## src/rtl/player_ctrl.sv

```systemverilog
// Player state machine for a shoot-em-up: movement with clamping, hit handling,
// death freeze, invulnerable respawn window and game-over, all on the game tick.
module player_ctrl #(
  parameter int W          = 10,
  parameter int XMIN       = 24,
  parameter int XMAX       = 430,
  parameter int YMIN       = 25,
  parameter int YMAX       = 465,
  parameter int XSPAWN     = 220,
  parameter int YSPAWN     = 360,
  parameter int SPD        = 7,
  parameter int SPD_FOCUS  = 3,
  parameter int DEAD_TICKS = 30,
  parameter int INV_TICKS  = 60,
  parameter int LIVES      = 3
) (
  input  logic         clk22,
  input  logic         rst,
  input  logic         gamestart,
  input  logic [3:0]   btnstate,
  input  logic         focus,
  input  logic         hit,
  output logic [W-1:0] posx,
  output logic [W-1:0] posy,
  output logic [2:0]   lives,
  output logic         alive,
  output logic         invuln,
  output logic         blink,
  output logic         gameover
);

  localparam int CMAX = (DEAD_TICKS > INV_TICKS) ? DEAD_TICKS : INV_TICKS;
  localparam int CW   = ($clog2(CMAX) < 3) ? 3 : $clog2(CMAX);

  typedef enum logic [2:0] {
    IDLE = 3'd0,
    PLAY = 3'd1,
    DEAD = 3'd2,
    INV  = 3'd3,
    OVER = 3'd4
  } state_t;

  state_t        state_q;
  logic [W-1:0]  posx_q, posy_q, posx_d, posy_d, step;
  logic [2:0]    lives_q;
  logic [CW-1:0] cnt_q;

  // Comparisons are done one bit wider so no W-bit position can wrap.
  function automatic logic [W-1:0] axis_next(input logic [W-1:0] p,
                                             input logic dec, input logic inc,
                                             input logic [W-1:0] s,
                                             input logic [W-1:0] lo,
                                             input logic [W-1:0] hi);
    logic [W:0] pw, sw;
    pw = {1'b0, p};
    sw = {1'b0, s};
    if (dec && !inc) begin
      if (pw <= ({1'b0, lo} + sw)) axis_next = lo;
      else                         axis_next = p - s;
    end else if (inc && !dec) begin
      if ((pw + sw) >= {1'b0, hi}) axis_next = hi;
      else                         axis_next = p + s;
    end else begin
      axis_next = p;
    end
  endfunction

  always_comb begin
    step   = focus ? W'(SPD_FOCUS) : W'(SPD);
    posy_d = axis_next(posy_q, btnstate[3], btnstate[2], step, W'(YMIN), W'(YMAX));
    posx_d = axis_next(posx_q, btnstate[1], btnstate[0], step, W'(XMIN), W'(XMAX));
  end

  always_ff @(posedge clk22 or posedge rst) begin
    if (rst) begin
      state_q <= IDLE;
      posx_q  <= W'(XSPAWN);
      posy_q  <= W'(YSPAWN);
      lives_q <= 3'(LIVES);
      cnt_q   <= '0;
    end else if (gamestart) begin
      state_q <= PLAY;
      posx_q  <= W'(XSPAWN);
      posy_q  <= W'(YSPAWN);
      lives_q <= 3'(LIVES);
      cnt_q   <= '0;
    end else begin
      case (state_q)
        IDLE, OVER: begin
          state_q <= state_q;
        end
        PLAY: begin
          if (hit) begin
            lives_q <= lives_q - 3'd1;
            if (lives_q == 3'd1) begin
              state_q <= OVER;
            end else begin
              state_q <= DEAD;
              cnt_q   <= CW'(DEAD_TICKS - 1);
            end
          end else begin
            posx_q <= posx_d;
            posy_q <= posy_d;
          end
        end
        DEAD: begin
          if (cnt_q == '0) begin
            state_q <= INV;
            posx_q  <= W'(XSPAWN);
            posy_q  <= W'(YSPAWN);
            cnt_q   <= CW'(INV_TICKS - 1);
          end else begin
            cnt_q <= cnt_q - CW'(1);
          end
        end
        INV: begin
          posx_q <= posx_d;
          posy_q <= posy_d;
          if (cnt_q == '0) state_q <= PLAY;
          else             cnt_q   <= cnt_q - CW'(1);
        end
        default: begin
          state_q <= IDLE;
        end
      endcase
    end
  end

  assign posx     = posx_q;
  assign posy     = posy_q;
  assign lives    = lives_q;
  assign alive    = (state_q == PLAY) || (state_q == INV);
  assign invuln   = (state_q == INV);
  assign gameover = (state_q == OVER);
  assign blink    = invuln & cnt_q[2];

endmodule

```

## config.mk

```make
export PLATFORM = sky130hd
export DESIGN_NAME = player_ctrl
export DESIGN_NICKNAME = d
export VERILOG_FILES = /design/src/rtl/player_ctrl.sv
export SDC_FILE = /design/constraint.sdc
export NUM_CORES = 1
export LEC_CHECK = 0
export ABC_CLOCK_PERIOD_IN_PS = 4200
export BUFFER_PORTS_ARGS = -buffer_cell sky130_fd_sc_hd__buf_2
export CORE_MARGIN = 5
export CORE_UTILIZATION = 37
export CTS_CLUSTER_SIZE = 14
export DETAILED_ROUTE_END_ITERATION = 16
export GPL_TIMING_DRIVEN = 1
export HOLD_SLACK_MARGIN = 0.1
export PLACE_DENSITY_LB_ADDON = 0.25
export SETUP_SLACK_MARGIN = 0.15
export SLEW_MARGIN = 10
export SYNTH_ARGS = -nofsm -noshare
export SYNTH_HDL_FRONTEND = slang
export SYNTH_SLANG_ARGS = --single-unit
```

## constraint.sdc

```tcl
create_clock -name clk22 -period 4.2 [get_ports clk22]
set_input_delay 0.42 -clock clk22 [delete_from_list [all_inputs] [get_ports clk22]]
set_output_delay 0.42 -clock clk22 [all_outputs]
set_load 0.05 [all_outputs]
```

==> flow_summary_export.csv, run 1 <==
group,metric,value,unit
clock_tree,cts.repair.resized,0,
setup_path,worstRegToRegCells,8,
yosys,yosys_warnings,0,
route,detail_route.wl_per_cell,15.6,um
die,die_w,101,um
clock_tree,clockBufferDepth,2,
die,rows,33,
layout,final_common_cell,"nor2_1",
route,num_vias,2984,
die,initial_utilization,37.4,%
clock_tree,cts_inserted_buffers,5,
place,io_buffers,35,
yosys,synthArstFlopShare,100,%
setup_path,startpoint_type,"flip-flop",
yosys,synth.top_cell.area_share,17.3,%
clock_tree,clkSlewWorstSetupHoldPaths,0.08,ns
route,wl,8070,um
clock_tree,cts_tree,"done",
yosys,synth_edf_count,0,
die,die_y,101,um
grt,antenna_found_initial,0,
layout,num-fill-cells,864,
setup_path,cp.required,4.35,ns
route,dr.pass1.iters,4,
setup_path,crit_type,"reg -> reg",
yosys,netlist_area,3030,um2
grt,overflow,0,
yosys,yosys.area.top_type,"dfrtp_1",
yosys,yosysSeqAreaShare,26.9,%
die,core,8090,um2
clock_tree,cts_hold_buffers,0,
layout,multi_input_area,2030,um2
layout,finalNonFillerCells,519,
place,dpl_cell_area,3260,um2
place,dp.cells,511,
grt,grt_usage,16.2,%
grt,grt_max_degree,33,
setup_path,rr_endpoint,"posy[2]",
die,ios,36,
yosys,ys_top_cells_by_area,"dfrtp_1 17%, dfstp_2 9.5%, ha_1 7.0%",
timing,maxSlewHeadroom,46.0,%
outcome,outcome,"complete, no violations",
layout,drive_above_1_share,18.6,%
yosys,netlist-cell-type-count,68,
timing,finClkSkew,0.0149,ns
timing,worstMarginPinSlew,0.801,ns
timing,finalCriticalPeriod,2.85,ns
clock_tree,post-cts-setup-buffers,0,
timing,setup_tns,0,ns
yosys,synth_ff_type,"dfrtp_1",
route,via_per_inst,5.75,
timing,hold_violations,0,
power,peakVddDrop,0.000152,V
timing,period_share,67.9,%
layout,fin_nets,439,
setup_path,r2r-start,"posy[2]",
setup_path,worst_setup_path_end_kind,"flip-flop",
yosys,synth_nets,415,
die,die_area,10100,um2
clock_tree,clock-sinks,32,
layout,layout_common_cells,"38 x nor2_1, 35 x buf_2, 33 x nand2_1",
timing,setup_violations,0,
clock_tree,root_buffer,"clkbuf_8",
place,hpwlAfterDp,6050,um
yosys,ys_seq_elements,32,
power,power_density,406,nW/um2
layout,area_growth_syn_to_layout,10.8,%
layout,fin_area,3360,um2
setup_path,worstPathMaxFanout,9,
power,p_total,0.00136,W
clock_tree,cts_htree_levels,2,
setup_path,reg2reg_slack,1.35,ns
grt,grt_pass1_wl,13500,um
flow_run,cap_violations,0,
timing,layout_setup_ws,1.35,ns
grt,grt_pass1_vias,2759,
layout,n_antenna_cell,0,
timing,maxSlewViolCount,0,
yosys,netlist_instances,389,
layout,seqCellArea,815,um2
timing,rsz0062_at_grt,"no",
route,drtIter0Drc,172,
timing,max_freq,350,MHz
place,place_congestion,0.870,
route,ant_nets,0,
clock_tree,insertion_delay,0.28,ns
place,dp_slack,1.11,ns
route,drc,0,
setup_path,cp.arrival,3.01,ns
power,p_leak,1.41,nW
yosys,post_synth.cell_area_avg,7.79,um2
min_path,hp-class,"in -> async",
-- sequential cells by signal, indices dropped and copies added, names as in the netlist --
name     cells
posx        10
state_q      3
lives        3
posy        10
cnt_q        6
-- power breakdown --
| group | internal [W] | switching [W] | total, W |
|---|---|---|---|
| combinational | 0.000231 | 0.000413 | 0.000644 |
| clock | 0.000150 | 0.000111 | 0.000260 |
| sequential | 0.000367 | 0.0000925 | 0.000459 |
-- how the worst max path moves through the flow --
stage	start	cells past startpoint	end
after global routing	posy[2]	8	posy[2]
after floorplan	posy[0]	9	posy[2]
after CTS	posy[2]	8	posy[2]
after global placement	focus	10	posy[2]
final	posy[2]	8	posy[2]
after detailed placement	focus	10	posy[2]
-- critical path: stages, from the launching register on --
cell and delay [ns]:
dfrtp_1 0.43, ha_1 0.46, o21a_1 0.29, o21bai_2 0.14, nor2_1 0.16, and3_2 0.20
mux2i_1 0.48, a21oi_2 0.18, o41ai_1 0.40
-- synthesized netlist by cell type, drive strengths merged, types with 7 or more instances --
cell type   n
nor2       38
a21oi      35
nand2      33
o21ai      29
dfrtp      21
inv        19
ha         17
clkbuf     15
nor3       12
dfstp      11
nand2b     11
nor2b      10
a31oi       9
o21a        8
xnor2       8
buf         7
-- cell type report --
class,count,area share (%)
repair buffers,39,6.11
flip-flops and latches,32,24.3
inverters,19,2.12
well taps,105,3.91
multi-input cells,316,60.6
clock buffers,8,2.98
-- through the flow --
stage	util [%]	hold slack (ns)
3_3_place_gp	40.2	0.484
6_report	41.5	0.211
2_1_floorplan	-	0.461
3_5_place_dp	40.2	0.492
5_1_grt	41.5	0.262
4_1_cts	41.5	0.225
-- logic make-up (layout without fill, tap and decap cells) --
kind of cell | Yosys count | after routing | synth area share, %
muxes | 4 | 4 | 1.36
adders and majority gates | 17 | 17 | 7.02
buffers and inverters | 41 | 66 | 5.99
AOI/OAI and AO/OA | 136 | 136 | 30.5
DFF | 32 | 32 | 26.9
xor gates and xnor gates | 11 | 11 | 3.18
and+or+nand+nor | 148 | 148 | 25.1
-- routing by layer --
metal / share of wire (%) / track usage, %
met1: 47 / 22.5
met2: 48 / 26.1
met3: 3.9 / 2.63
met4: 1.1 / 4.46
met5: 0 / 0
No activity file was read; power rests on OpenSTA's default activity.
==> run 2, diff against run 1 <==
Settings changed: ABC_AREA set to 1, ABC_CLOCK_PERIOD_IN_PS 4200 to 2600.
Clock period 4.2 ns to 2.6 ns, I/O delays scaled along.
==> flow_summary_export.csv, run 2 <==
group,metric,value,unit
setup_path,cp.required,2.81,ns
yosys,yosys_warnings,0,
grt,use_met3,2.55,%
die,die_y,98.7,um
yosys,synth.most_common_cell,"nand2_1",
setup_path,reg2reg_slack,0.49,ns
min_path,hp-start,"gamestart",
die,rows,32,
timing,worstMarginPinSlew,0.480,ns
grt,grt_pass1_vias,2828,
route,via_per_inst,4.91,
route,drc,0,
setup_path,crit_path_max_incr_delay,0.56,ns
yosys,synth_ff_type,"dfrtp_1",
yosys,synth.top_cell.area_share,18.1,%
clock_tree,post-cts-setup-buffers,0,
route,detail_route.wl_per_cell,12.2,um
grt,busiest_layer,"met2",
die,die_w,98.7,um
timing,maxSlewViolCount,0,
min_path,hold_path_end,"state_q[1]",
grt,met2_usage,26.1,%
clock_tree,cts_htree_levels,2,
power,power_density,1130,nW/um2
setup_path,worstRegToRegCells,12,
yosys,netlist_instances,450,
clock_tree,insertion_delay,0.28,ns
yosys,yosys.area.top_type,"dfrtp_1",
layout,num-fill-cells,836,
power,peakVddDrop,0.000518,V
route,ant_nets,0,
die,initial_utilization,37.8,%
route,wl,7250,um
place,place_congestion,0.912,
yosys,synthArstFlopShare,100,%
grt,grt_max_degree,33,
setup_path,crit_chain,"ha_1 > a21oi_1 > nand2_1 > nand2_1 > nor2_1 > nor2_1 > nor2_1 > nand2_1 > nand2_1 > nand2_1 > nand2_1 > o21ai_1",
grt,overflow,0,
flow_run,cap_violations,0,
min_path,hp-class,"in -> reg",
setup_path,r2r-start,"posx[2]",
min_path,holdPathStages,2,
die,die_area,9730,um2
yosys,yosysSeqAreaShare,28.0,%
grt,grt_pass1_wl,12800,um
timing,hold_violations,0,
setup_path,cpMaxStageDelayCell,"dfstp_2",
route,num_vias,2919,
timing,finalCriticalPeriod,2.11,ns
layout,drive_above_1_share,16.1,%
timing,rsz0062_at_grt,"no",
yosys,netlist-cell-type-count,38,
setup_path,rr_endpoint,"posx[0]",
yosys,ys_top_cells_by_area,"dfrtp_1 18%, nand2_1 15%, dfstp_2 9.9%",
place,io_buffers,35,
timing,period_share,81.3,%
timing,max_freq,473,MHz
yosys,ys_seq_elements,32,
layout,n_antenna_cell,0,
setup_path,startpoint_type,"flip-flop",
grt,gr-usage-met1,20.7,%
clock_tree,clkSlewWorstSetupHoldPaths,0.07,ns
route,drtIter0Drc,189,
timing,setup_violations,0,
yosys,netlist_area,2910,um2
layout,multi_input_area,1810,um2
clock_tree,clockBufferDepth,2,
yosys,synth_nets,476,
clock_tree,cts_tree,"done",
timing,setup_tns,0,ns
place,dp.cells,585,
yosys,synth_edf_count,0,
yosys,synth_commonest_cells,"117 x nand2_1, 64 x inv_1, 61 x nor2_1",
power,p_leak,1.78,nW
setup_path,crit_path_frequent_cell,"nand2_1",
setup_path,cp.arrival,2.33,ns
yosys,post_synth.cell_area_avg,6.46,um2
layout,seqCellArea,815,um2
die,core,7690,um2
layout,layout_common_cells,"117 x nand2_1, 64 x inv_1, 61 x nor2_1",
clock_tree,root_buffer,"clkbuf_8",
setup_path,worstPathMaxFanout,5,
layout,final_common_cell,"nand2_1",
place,hpwlAfterDp,5830,um
grt,antenna_found_initial,0,
clock_tree,cts_inserted_buffers,5,
timing,maxSlewHeadroom,67.9,%
die,ios,36,
clock_tree,clock-sinks,32,
layout,fin_nets,517,
setup_path,crit_family,"simple AND/OR/NAND/NOR gates",
setup_path,crit_type,"reg -> reg",
timing,finClkSkew,0.00522,ns
layout,finalNonFillerCells,594,
grt,grt_usage,15.6,%
route,dr.pass1.iters,4,
layout,area_growth_syn_to_layout,13.6,%
setup_path,worst_setup_path_end_kind,"flip-flop",
setup_path,crit_buf_inv,0,
outcome,outcome,"complete, no violations",
run 2: cell count changes after synthesis, sizes merged, moves of 7 or more:
cell	before	now
nand2	33	121
inv	19	69
nand3	6	42
nor2	38	66
clkbuf	15	1
nand2b	11	0
nor2b	10	0
nand4	4	13
o21ai	29	20
a31oi	9	1
nor3	12	4
xor2	3	11
o21a	8	1
xnor2	8	1
run 2: per-stage QoR:
stage               hold WS, ns  worst slack, ns  util (%)  area [um2]  power [W]
floorplan                 0.365            0.399         -        2910    0.00284
global placement          0.367            0.487      41.7        3210    0.00336
detailed placement        0.370            0.460      41.7        3210    0.00337
CTS                       0.252            0.461      43.0        3300    0.00376
global route              0.265            0.227      43.0        3300    0.00412
finish                    0.258            0.486      43.0        3300    0.00374
run 2: repair_timing:
item	in CTS	in global routing
resized for setup	0	0
endpoints found under the hold margin	21	0
endpoints found under the setup margin	0	0
hold buffers	1	0
run 2: layout make-up:
| class | count | area share (%) |
|---|---|---|
| clock buffers | 5 | 2.08 |
| clock inverters | 3 | 0.568 |
| repair buffers | 39 | 6.29 |
| flip-flops and latches | 32 | 24.7 |
| inverters | 69 | 7.84 |
| well taps | 102 | 3.86 |
| multi-input cells | 344 | 54.7 |
run 2: worst max-delay path by stage:
stage                  from  endpoint  slack, ns  cells after the start
floorplan           posy[0]   posy[1]       0.40                     14
global placement      focus   posx[5]       0.49                     13
detailed placement    focus   posx[0]       0.46                     14
CTS                 posx[2]   posx[0]       0.46                     12
global route        posx[2]   posx[5]       0.23                     11
finish              posx[2]   posx[0]       0.49                     12
run 2: logic make-up after synthesis:
family	Yosys count	share of synthesized area, %
AOI/OAI and AO/OA	61	11.7
DFF	32	28.0
xor gates and xnor gates	12	3.61
buffers and inverters	74	9.85
and+or+nand+nor	254	39.5
adders and majority gates	17	7.31
run 2: per-layer routing:
layer	routed length [um]	vias up
met4	108	0
met5	0	-
met3	314	13
met2	3400	67
li1	-	1532
met1	3430	1307
run 2: worst register-to-register path, cell delays in order (launching register included):
cell and delay [ns]:
dfstp_2 0.56, ha_1 0.29, a21oi_1 0.21, nand2_1 0.13, nand2_1 0.14, nor2_1 0.05, nor2_1 0.14, nor2_1 0.07
nand2_1 0.13, nand2_1 0.08, nand2_1 0.11, nand2_1 0.06, o21ai_1 0.07
run 2: power by group:
part           total [W]  switching (W)  internal [W]
Clock           0.000374       0.000188      0.000186
Sequential      0.000962       0.000246      0.000716
Combinational    0.00240        0.00168      0.000724
Total            0.00374        0.00211       0.00163
